### config.mk
export PLATFORM = sky130hd
export DESIGN_NAME = count_trend_decoder
export DESIGN_NICKNAME = d
export VERILOG_FILES = /design/src/rtl/count_trend_decoder.sv
export SDC_FILE = /design/constraint.sdc
export NUM_CORES = 1
export LEC_CHECK = 0
export ABC_AREA = 0
export BUFFER_PORTS_ARGS = -buffer_cell sky130_fd_sc_hd__buf_2
export CORE_MARGIN = 1.5
export CORE_UTILIZATION = 45
export DETAILED_ROUTE_END_ITERATION = 8
export SYNTH_ARGS = -nofsm -noshare
export SYNTH_HDL_FRONTEND = slang
export SYNTH_SLANG_ARGS = --single-unit
### constraint.sdc
create_clock -name clk -period 16.68 [get_ports clk]
set_input_delay 0 -clock clk [delete_from_list [all_inputs] [get_ports clk]]
set_output_delay 0 -clock clk [all_outputs]
set_load 0.05 [all_outputs]
### src/rtl/count_trend_decoder.sv
// Classifies successive counter samples as HOLD/UP/DOWN/JUMP, run-length encodes
// them and streams the resulting records out through a small valid/ready FIFO.
module count_trend_decoder #(
  parameter int W     = 8,
  parameter int LW    = 6,
  parameter int DEPTH = 4
) (
  input  logic          clk,
  input  logic          rst,
  input  logic [W-1:0]  cnt_in,
  input  logic          cnt_vld,
  input  logic          flush,
  input  logic          clr_ovf,
  output logic          ev_vld,
  input  logic          ev_rdy,
  output logic [1:0]    ev_class,
  output logic [LW-1:0] ev_len,
  output logic [W-1:0]  ev_start,
  output logic [W-1:0]  ev_end,
  output logic          ovf
);

  localparam int AW = $clog2(DEPTH);

  typedef enum logic [1:0] {S_IDLE, S_TRACK, S_RUN} state_t;
  typedef enum logic [1:0] {CL_HOLD, CL_UP, CL_DOWN, CL_JUMP} cls_t;

  typedef struct packed {
    cls_t          cls;
    logic [LW-1:0] len;
    logic [W-1:0]  first;
    logic [W-1:0]  last;
  } rec_t;

  state_t        r_state, w_state_n;
  logic [W-1:0]  r_prev, w_prev_n;
  logic [W-1:0]  r_start, w_start_n;
  cls_t          r_cls, w_cls_n, w_step;
  logic [LW-1:0] r_len, w_len_n;
  logic [W-1:0]  w_diff;

  logic          w_a_vld, w_b_vld;
  rec_t          w_a, w_b;
  logic          r_skid_vld;
  rec_t          r_skid;

  rec_t          r_mem [DEPTH];
  logic [AW-1:0] r_rd_ptr, r_wr_ptr, w_wr0, w_wr1, w_wr_ptr_n;
  logic [AW:0]   r_count;
  logic [AW+1:0] w_free;
  logic          w_pop, w_p0_vld, w_p1_vld, w_acc0, w_acc1, w_drop;
  rec_t          w_p0, w_p1, w_head;
  logic          r_ovf;

  always_comb begin
    w_diff = cnt_in - r_prev;
    if (w_diff == '0)             w_step = CL_HOLD;
    else if (w_diff == W'(1))     w_step = CL_UP;
    else if (w_diff == '1)        w_step = CL_DOWN;
    else                          w_step = CL_JUMP;
  end

  // Up to two records can close on one edge (closed run + jump, or closed run +
  // flushed new run); the first is pushed now, the second waits one edge in the skid.
  always_comb begin
    w_state_n = r_state;
    w_prev_n  = r_prev;
    w_start_n = r_start;
    w_cls_n   = r_cls;
    w_len_n   = r_len;
    w_a_vld   = 1'b0;
    w_a       = '0;
    w_b_vld   = 1'b0;
    w_b       = '0;

    case (r_state)
      S_IDLE: begin
        if (cnt_vld) begin
          w_state_n = S_TRACK;
          w_prev_n  = cnt_in;
        end
      end
      S_TRACK: begin
        if (cnt_vld) begin
          w_prev_n = cnt_in;
          if (w_step == CL_JUMP) begin
            w_a_vld = 1'b1;
            w_a     = '{cls: CL_JUMP, len: LW'(1), first: r_prev, last: cnt_in};
          end else begin
            w_state_n = S_RUN;
            w_cls_n   = w_step;
            w_len_n   = LW'(1);
            w_start_n = r_prev;
          end
        end
      end
      S_RUN: begin
        if (cnt_vld) begin
          w_prev_n = cnt_in;
          if (w_step == r_cls && r_len != '1) begin
            w_len_n = r_len + LW'(1);
          end else begin
            w_a_vld = 1'b1;
            w_a     = '{cls: r_cls, len: r_len, first: r_start, last: r_prev};
            if (w_step == CL_JUMP) begin
              w_b_vld   = 1'b1;
              w_b       = '{cls: CL_JUMP, len: LW'(1), first: r_prev, last: cnt_in};
              w_state_n = S_TRACK;
            end else begin
              w_cls_n   = w_step;
              w_len_n   = LW'(1);
              w_start_n = r_prev;
            end
          end
        end
      end
      default: w_state_n = S_IDLE;
    endcase

    if (flush && w_state_n == S_RUN) begin
      if (!w_a_vld) begin
        w_a_vld = 1'b1;
        w_a     = '{cls: w_cls_n, len: w_len_n, first: w_start_n, last: w_prev_n};
      end else begin
        w_b_vld = 1'b1;
        w_b     = '{cls: w_cls_n, len: w_len_n, first: w_start_n, last: w_prev_n};
      end
      w_state_n = S_TRACK;
    end
  end

  always_comb begin
    ev_vld   = (r_count != '0);
    w_pop    = ev_vld & ev_rdy;
    w_p0_vld = r_skid_vld | w_a_vld;
    w_p0     = r_skid_vld ? r_skid : w_a;
    w_p1_vld = r_skid_vld & w_a_vld;
    w_p1     = w_a;
    w_free   = (AW+2)'(DEPTH) - (AW+2)'(r_count) + (AW+2)'(w_pop);
    w_acc0   = w_p0_vld && (w_free != '0);
    w_acc1   = w_p1_vld && (w_free >= (AW+2)'(2));
    w_drop   = (w_p0_vld & ~w_acc0) | (w_p1_vld & ~w_acc1);
    w_wr0    = r_wr_ptr;
    w_wr1    = r_wr_ptr + AW'(1);
    w_wr_ptr_n = r_wr_ptr + AW'(w_acc0) + AW'(w_acc1);
    w_head   = r_mem[r_rd_ptr];
    ev_class = ev_vld ? w_head.cls   : '0;
    ev_len   = ev_vld ? w_head.len   : '0;
    ev_start = ev_vld ? w_head.first : '0;
    ev_end   = ev_vld ? w_head.last  : '0;
    ovf      = r_ovf;
  end

  always_ff @(posedge clk or negedge rst) begin
    if (!rst) begin
      r_state    <= S_IDLE;
      r_prev     <= '0;
      r_start    <= '0;
      r_cls      <= CL_HOLD;
      r_len      <= '0;
      r_skid_vld <= 1'b0;
      r_skid     <= '0;
      r_rd_ptr   <= '0;
      r_wr_ptr   <= '0;
      r_count    <= '0;
      r_ovf      <= 1'b0;
    end else begin
      r_state    <= w_state_n;
      r_prev     <= w_prev_n;
      r_start    <= w_start_n;
      r_cls      <= w_cls_n;
      r_len      <= w_len_n;
      r_skid_vld <= w_b_vld;
      r_skid     <= w_b;
      r_rd_ptr   <= r_rd_ptr + AW'(w_pop);
      r_wr_ptr   <= w_wr_ptr_n;
      r_count    <= r_count + (AW+1)'(w_acc0) + (AW+1)'(w_acc1) - (AW+1)'(w_pop);
      r_ovf      <= w_drop | (r_ovf & ~clr_ovf);
    end
  end

  always_ff @(posedge clk) begin
    if (w_acc0) r_mem[w_wr0] <= w_p0;
    if (w_acc1) r_mem[w_wr1] <= w_p1;
  end

endmodule

# Word-level counts from Yosys, hierarchy flattened
# Memory sizes are Yosys's and may differ from the RTL's.
# Index checks and enable logic that the tools add are counted.
# W data, S select, Z words.
[word_totals]
wordCells = 115
inputBits = 14
ff_bits = 59
output_inout_bits = 26
mem_count = 1
ram_bits = 96
[op_classes]
bitwise_logic = 11
add_sub_neg = 11
n_lt_le_gt_ge = 1
reduce_logical = 9
n_eq_ne = 8
muxes = 60
[memory_table]
columns = ["name", "words", "width", "read_ports", "rd_clocked_by_memory_dff", "wr", "line", "source"]
rows = [
  ["r_mem", 4, 24, 1, 0, 2, "47", "rec_t r_mem [DEPTH];"],
]
[ops]
columns = ["op", "n"]
rows = [
  ["$mux W24", 12],
  ["$mux W8", 8],
  ["$pmux W24 S2", 1],
  ["$mux W6", 5],
  ["$mux W2", 14],
  ["$pmux W8 S2", 1],
  ["$mux W1", 15],
  ["$pmux W6 S2", 1],
  ["$eq A8 B1 Y1 const B", 1],
  ["$eq A8 B8 Y1 const B", 1],
  ["$logic_not A8 Y1", 1],
  ["$sub A8 B8 Y8", 1],
  ["$add A2 B1 Y2", 3],
  ["$add A3 B1 Y3", 2],
  ["$add A6 B1 Y6 const B", 1],
  ["$eq A2 B2 Y1 const B", 3],
  ["$ne A6 B6 Y1 const B", 1],
  ["$pmux W2 S3", 1],
  ["$and A1 B1 Y1", 5],
  ["$add A4 B1 Y4", 1],
  ["$ge A4 B2 Y1 const B", 1],
  ["$logic_and A1 B1 Y1", 4],
  ["$pmux W2 S2", 1],
  ["$reduce_bool A4 Y1", 1],
  ["other kinds (11)", 15],
]

# Depth between registers and ports, before layout
[depth]
word_depth = 19
ltp_mapped = 21
ltp_nobuf = 18

# Worst setup path after synthesis
# No wires, ideal clock.
[synth_path]
path_type = "register to register"
start = "register r_prev[0]"
end = "memory r_mem[1][0] (netlist bit), enable pin"
period_less_slack_ns = 5.820
n_path_buf = 3
stages_incl_launch_ff = 17
setup_slack_ns = 10.860
arrival_ns = 5.378
setup_ns = 0.442
t_required_ns = 16.238
path_cell_list = "dfrtp_1 -> ha_1 -> inv_1 -> fa_1 -> a211oi_2 -> nor2_1 -> xnor2_1 -> nand4_1 -> or4_1 -> buf_2 -> a2111oi_4 -> o221ai_2 -> a21oi_2 -> buf_2 -> buf_4 -> o21ai_1 -> a211oi_1"
[synth_rtl]
columns = ["item", "line", "source"]
rows = [
  ["from (decl)", "36", "logic [W-1:0] r_prev, w_prev_n;"],
  ["from (signal assigned)", "169", "r_prev <= w_prev_n;"],
  ["to (decl)", "47", ""],
]

# Final worst setup path
[layout_path]
start = "register r_prev[0]"
end = "register r_count[2]"
[layout_between]
elab_chain_len = 18
word_cells_on_any_way = 31
cone_classes = "4 x add/sub; 5 x eq/ne; 15 x mux; 2 x bitwise; 5 x reduce/logical"
[layout_rtl]
columns = ["item", "line", "source"]
rows = [
  ["$sub A8 B8 Y8 *", "56", "w_diff = cnt_in - r_prev;"],
  ["$eq A8 B8 Y1", "59", "else if (w_diff == '1) w_step = CL_DOWN;"],
  ["$mux W1", "59", ""],
  ["$mux W2", "58", "else if (w_diff == W'(1)) w_step = CL_UP;"],
  ["$mux W2 *", "57", "if (w_diff == '0) w_step = CL_HOLD;"],
  ["$eq A2 B2 Y1, on equally long branches", "86, 105, 100", ""],
  ["$mux W2 or $logic_and A1 B1 Y1 (tied branches)", "105, 100", ""],
  ["$mux W2", "100", "if (w_step == r_cls && r_len != '1) begin"],
  ["[... 2 more ...]", "--", ""],
  ["$eq A2 B2 Y1", "120", "if (flush && w_state_n == S_RUN) begin"],
  ["$logic_and A1 B1 Y1", "120", ""],
  ["$mux W1 *", "120", ""],
  ["$or A1 B1 Y1", "135", "w_p0_vld = r_skid_vld | w_a_vld;"],
  ["$logic_and A1 B1 Y1", "140", "w_acc0 = w_p0_vld && (w_free != '0);"],
  ["$add A3 B1 Y3", "177", "r_count <= r_count + (AW+1)'(w_acc0) + (AW+1)'(w_acc1) - (AW+1)'(w_pop);"],
  ["$add A3 B1 Y3 *", "177", ""],
  ["$sub A3 B1 Y3 *", "177", ""],
  ["to (signal assigned)", "177", ""],
  ["to (decl)", "49", "logic [AW:0] r_count;"],
]
# Every way passes the cells marked *; elsewhere a longest branch is shown, timed or not.

==> results.md <==
- Status: complete, no violations
- Yosys cell types: 66
- I/O pins: 40
- Share of layout cells above drive strength 1: 0.1910
- Reg2Reg Depth: 17
- Initial drt markers: 1303
- VDD IR-drop max: 0.07094 mV
- Logic gate share of total power: 0.426
- Post-layout min period: 5830 ps
- Vias/cell: 7.011
- Syn Inst Count: 897
- Syn. warnings: 0
- First drt pass iteration count: 7
- Postcts setup bufs: 0
- Register clock-pin slew on the reported worst setup and hold paths: 70 ps
- Post-CTS sizing: 0
- WS Path Type: flip-flop to flip-flop
- Post-synthesis xor/xnor area fraction: 0.007261
- Vias in the first global route: 7835
- First-pass GRT wire length: 47690 µm
- Row cnt: 53
- CP arrival: 6150 ps
- Die width: 149.4 µm
- Most used DFF post-synth: edfxtp_1
- Commonest cells in the netlist: 96 x edfxtp_1, 62 x nand4_1, 59 x dfrtp_1
- CTS Buf Count: 17
- Power share of the clock group: 0.247
- # diodes: 0
- Aggregate global-route resource usage: 0.2843
- Initial antenna violation count: 0
- H-tree depth: 4
- Fmax: 0.1715 GHz
- CP Max Fanout: 12
- FFs w/ async S/R, synth: 0.3806
- Net switching power: 631.3 µW
- Crit start category: flip-flop
- Synth top area share: 0.2988
- Seq/Total Area, Yosys: 0.4518
- Synth Register Bits: 155
- Synth-to-Final Area Change: 11.46%
- Non-Filler Instances: 1191
- Port buffer count: 39
- Internal power: 869.9 µW
- Grt ovf: 0
- Power Dens Cells: 139.6 mW/mm²
- Most common cell in the synthesized netlist: edfxtp_1
- Hold Crit Class: input pin to flip-flop
- RSZ-0062 raised after global routing: no
- Leakage power: 0.003885 µW
- Post-synthesis compound-gate area fraction: 0.2063
- EDFF count, synth: 96
- Hold Violations, Final: 0
- Final setup margin: 10850 ps
- Dpl cells: 1148
- Worst-margin pin slew: 1043 ps
- Post-DP HPWL: 21260 µm
- Sw Share: 0.4205
- Synthesized area: 0.009649 mm²
- Starting Density: 0.4590
- Drt total wl: 30810 µm
- Post-Synth Adder-Cell Area: 0.03164
- Wire per inst: 25.87 µm
- Synth area leader: edfxtp_1
- Setup-failing EPs final: 0
- Post-route cell area: 0.01076 mm²
- Max clock buf depth: 2
- Total negative slack: 0 ps
- Multiplexer share of the synthesized area: 0.05835
- Clock root buffer: clkbuf_16
- Placer Congestion: 0.9336
- Period utilization: 0.3495
- Hold buffers post-CTS: 11
- DRC: 0
- Sequential power share: 0.326
- Clk_lat worst skew: 430 ps
- Worst rel slew slack: 0.3044
- CORE AREA: 0.02102 mm²
- CP Capture Type: flip-flop
- Largest family of logic cells by synthesized area: compound AO/OA/AOI/OAI gates
- ANT nets after route: 0
- Clock Skews: 8.147 ps
- Vias: 8350
- Die ar.: 0.02233 mm²
- Die Ht: 149.4 µm
- CTS tree: yes
- Synth Area in Simple Gates: 0.1964
- Largest net degree at the start of global routing: 60
- Max-Cap Viols: 0
- Dpl cell area: 0.01008 mm²
- Final Max Slew Viols: 0
- Worst Hold Depth: 3
- Syn_area_per_cell: 10.76 µm²
- Clock sinks: 155
- Top post-synthesis cells by area: edfxtp_1 30%, dfrtp_1 15%, mux4_2 5.6%, nand4_1 4.0%, nor4_1 3.7%
- Worst path required time: 17000 ps
- Syn Nets: 933
- Pre-CTS setup slack: 10900 ps
- Final nets: 939
## metrics by stage
step | utilization | hold slack (ps) | power [µW]
floorplan | - | -295.6 | 965.4
global placement | 0.4795 | 218.9 | 1131
detailed placement | 0.4795 | 227.3 | 1139
CTS | 0.5116 | 77.00 | 1508
global route | 0.5116 | 130.8 | 1569
finish | 0.5116 | 92.44 | 1501
## final timing paths
path	to	startpoint	slack, ps
min in group asynchronous	r_count[2]$_DFF_PN0_	rst	280
setup / recovery	r_count[2]$_DFF_PN0_	r_prev[0]$_DFF_PN0_	10850
hold / removal	r_len[1]$_DFF_PN0_	cnt_vld	90
setup reg to reg	r_count[2]$_DFF_PN0_	r_prev[0]$_DFF_PN0_	10850
hold reg to reg	r_len[5]$_DFF_PN0_	r_len[5]$_DFF_PN0_	580
max in group asynchronous	r_start[7]$_DFF_PN0_	rst	15830
## cells in the final DEF (no fill, tap or decap), types with 26 or more instances in the layout
master / netlist / routed
a21oi_1: 26 / 26
inv_1: 29 / 29
o31ai_1: 47 / 47
nor4_1: 57 / 57
nand4_1: 62 / 62
buf_2: 24 / 39
edfxtp_1: 96 / 96
dfrtp_1: 59 / 59
nand2_1: 58 / 58
a41oi_1: 37 / 37
and2_1: 26 / 26
## area by class of cell
class | count | area (µm²)
fillers | 1882 | 10270
multi-input cells | 627 | 4900
flip-flops and latches | 155 | 4359
clock buffers | 24 | 504.2
repair buffers | 73 | 478.0
well taps | 275 | 344.1
inverters | 29 | 108.9
clock inverters | 8 | 61.31
## metal layers
metal,global-route usage,share of wire,vias up
li1,-,-,3696
met1,0.4143,0.44,4077
met2,0.4071,0.43,516
met3,0.06951,0.10,61
met4,0.1084,0.025,0
met5,0,0,-
## critical path, stage by stage, from the launching register on
cell,delay (ps)
dfrtp_1,500
ha_1,200
inv_1,50
fa_1,410
a211oi_2,290
o21ai_0,130
nor3b_1,170
and2_1,210
and3_1,300
nor2_1,660
o32a_1,620
a21oi_2,130
o31ai_1,770
ha_1,250
inv_1,50
fa_1,430
fa_1,390
xor2_1,160
## power by group through the flow
stage	Sequential, µW	Clock (µW)	Combinational, µW
floorplan	488	0	477
global placement	496	0	636
detailed placement	497	0	641
CTS	490	374	644
global route	494	388	687
finish	490	371	640
## registers in the layout, summed over array words and instances, names as in the netlist
signal / count
r_mem: 96
r_skid: 24
r_prev: 8
r_start: 8
r_len: 6
r_count: 3
r_cls: 2
r_rd_ptr: 2
r_state: 2
r_wr_ptr: 2
ovf: 1
r_skid_vld: 1
## logic make-up (layout without fill, tap and decap cells)
| logic type | after synthesis | after routing |
|---|---|---|
| fa+ha+maj | 22 | 22 |
| mux | 26 | 26 |
| buf+inv | 115 | 134 |
| xor+xnor | 8 | 8 |
| compound gates | 253 | 253 |
| flops | 155 | 155 |
| simple gates | 318 | 318 |
Note: power is estimated with default switching activity, not from simulation.
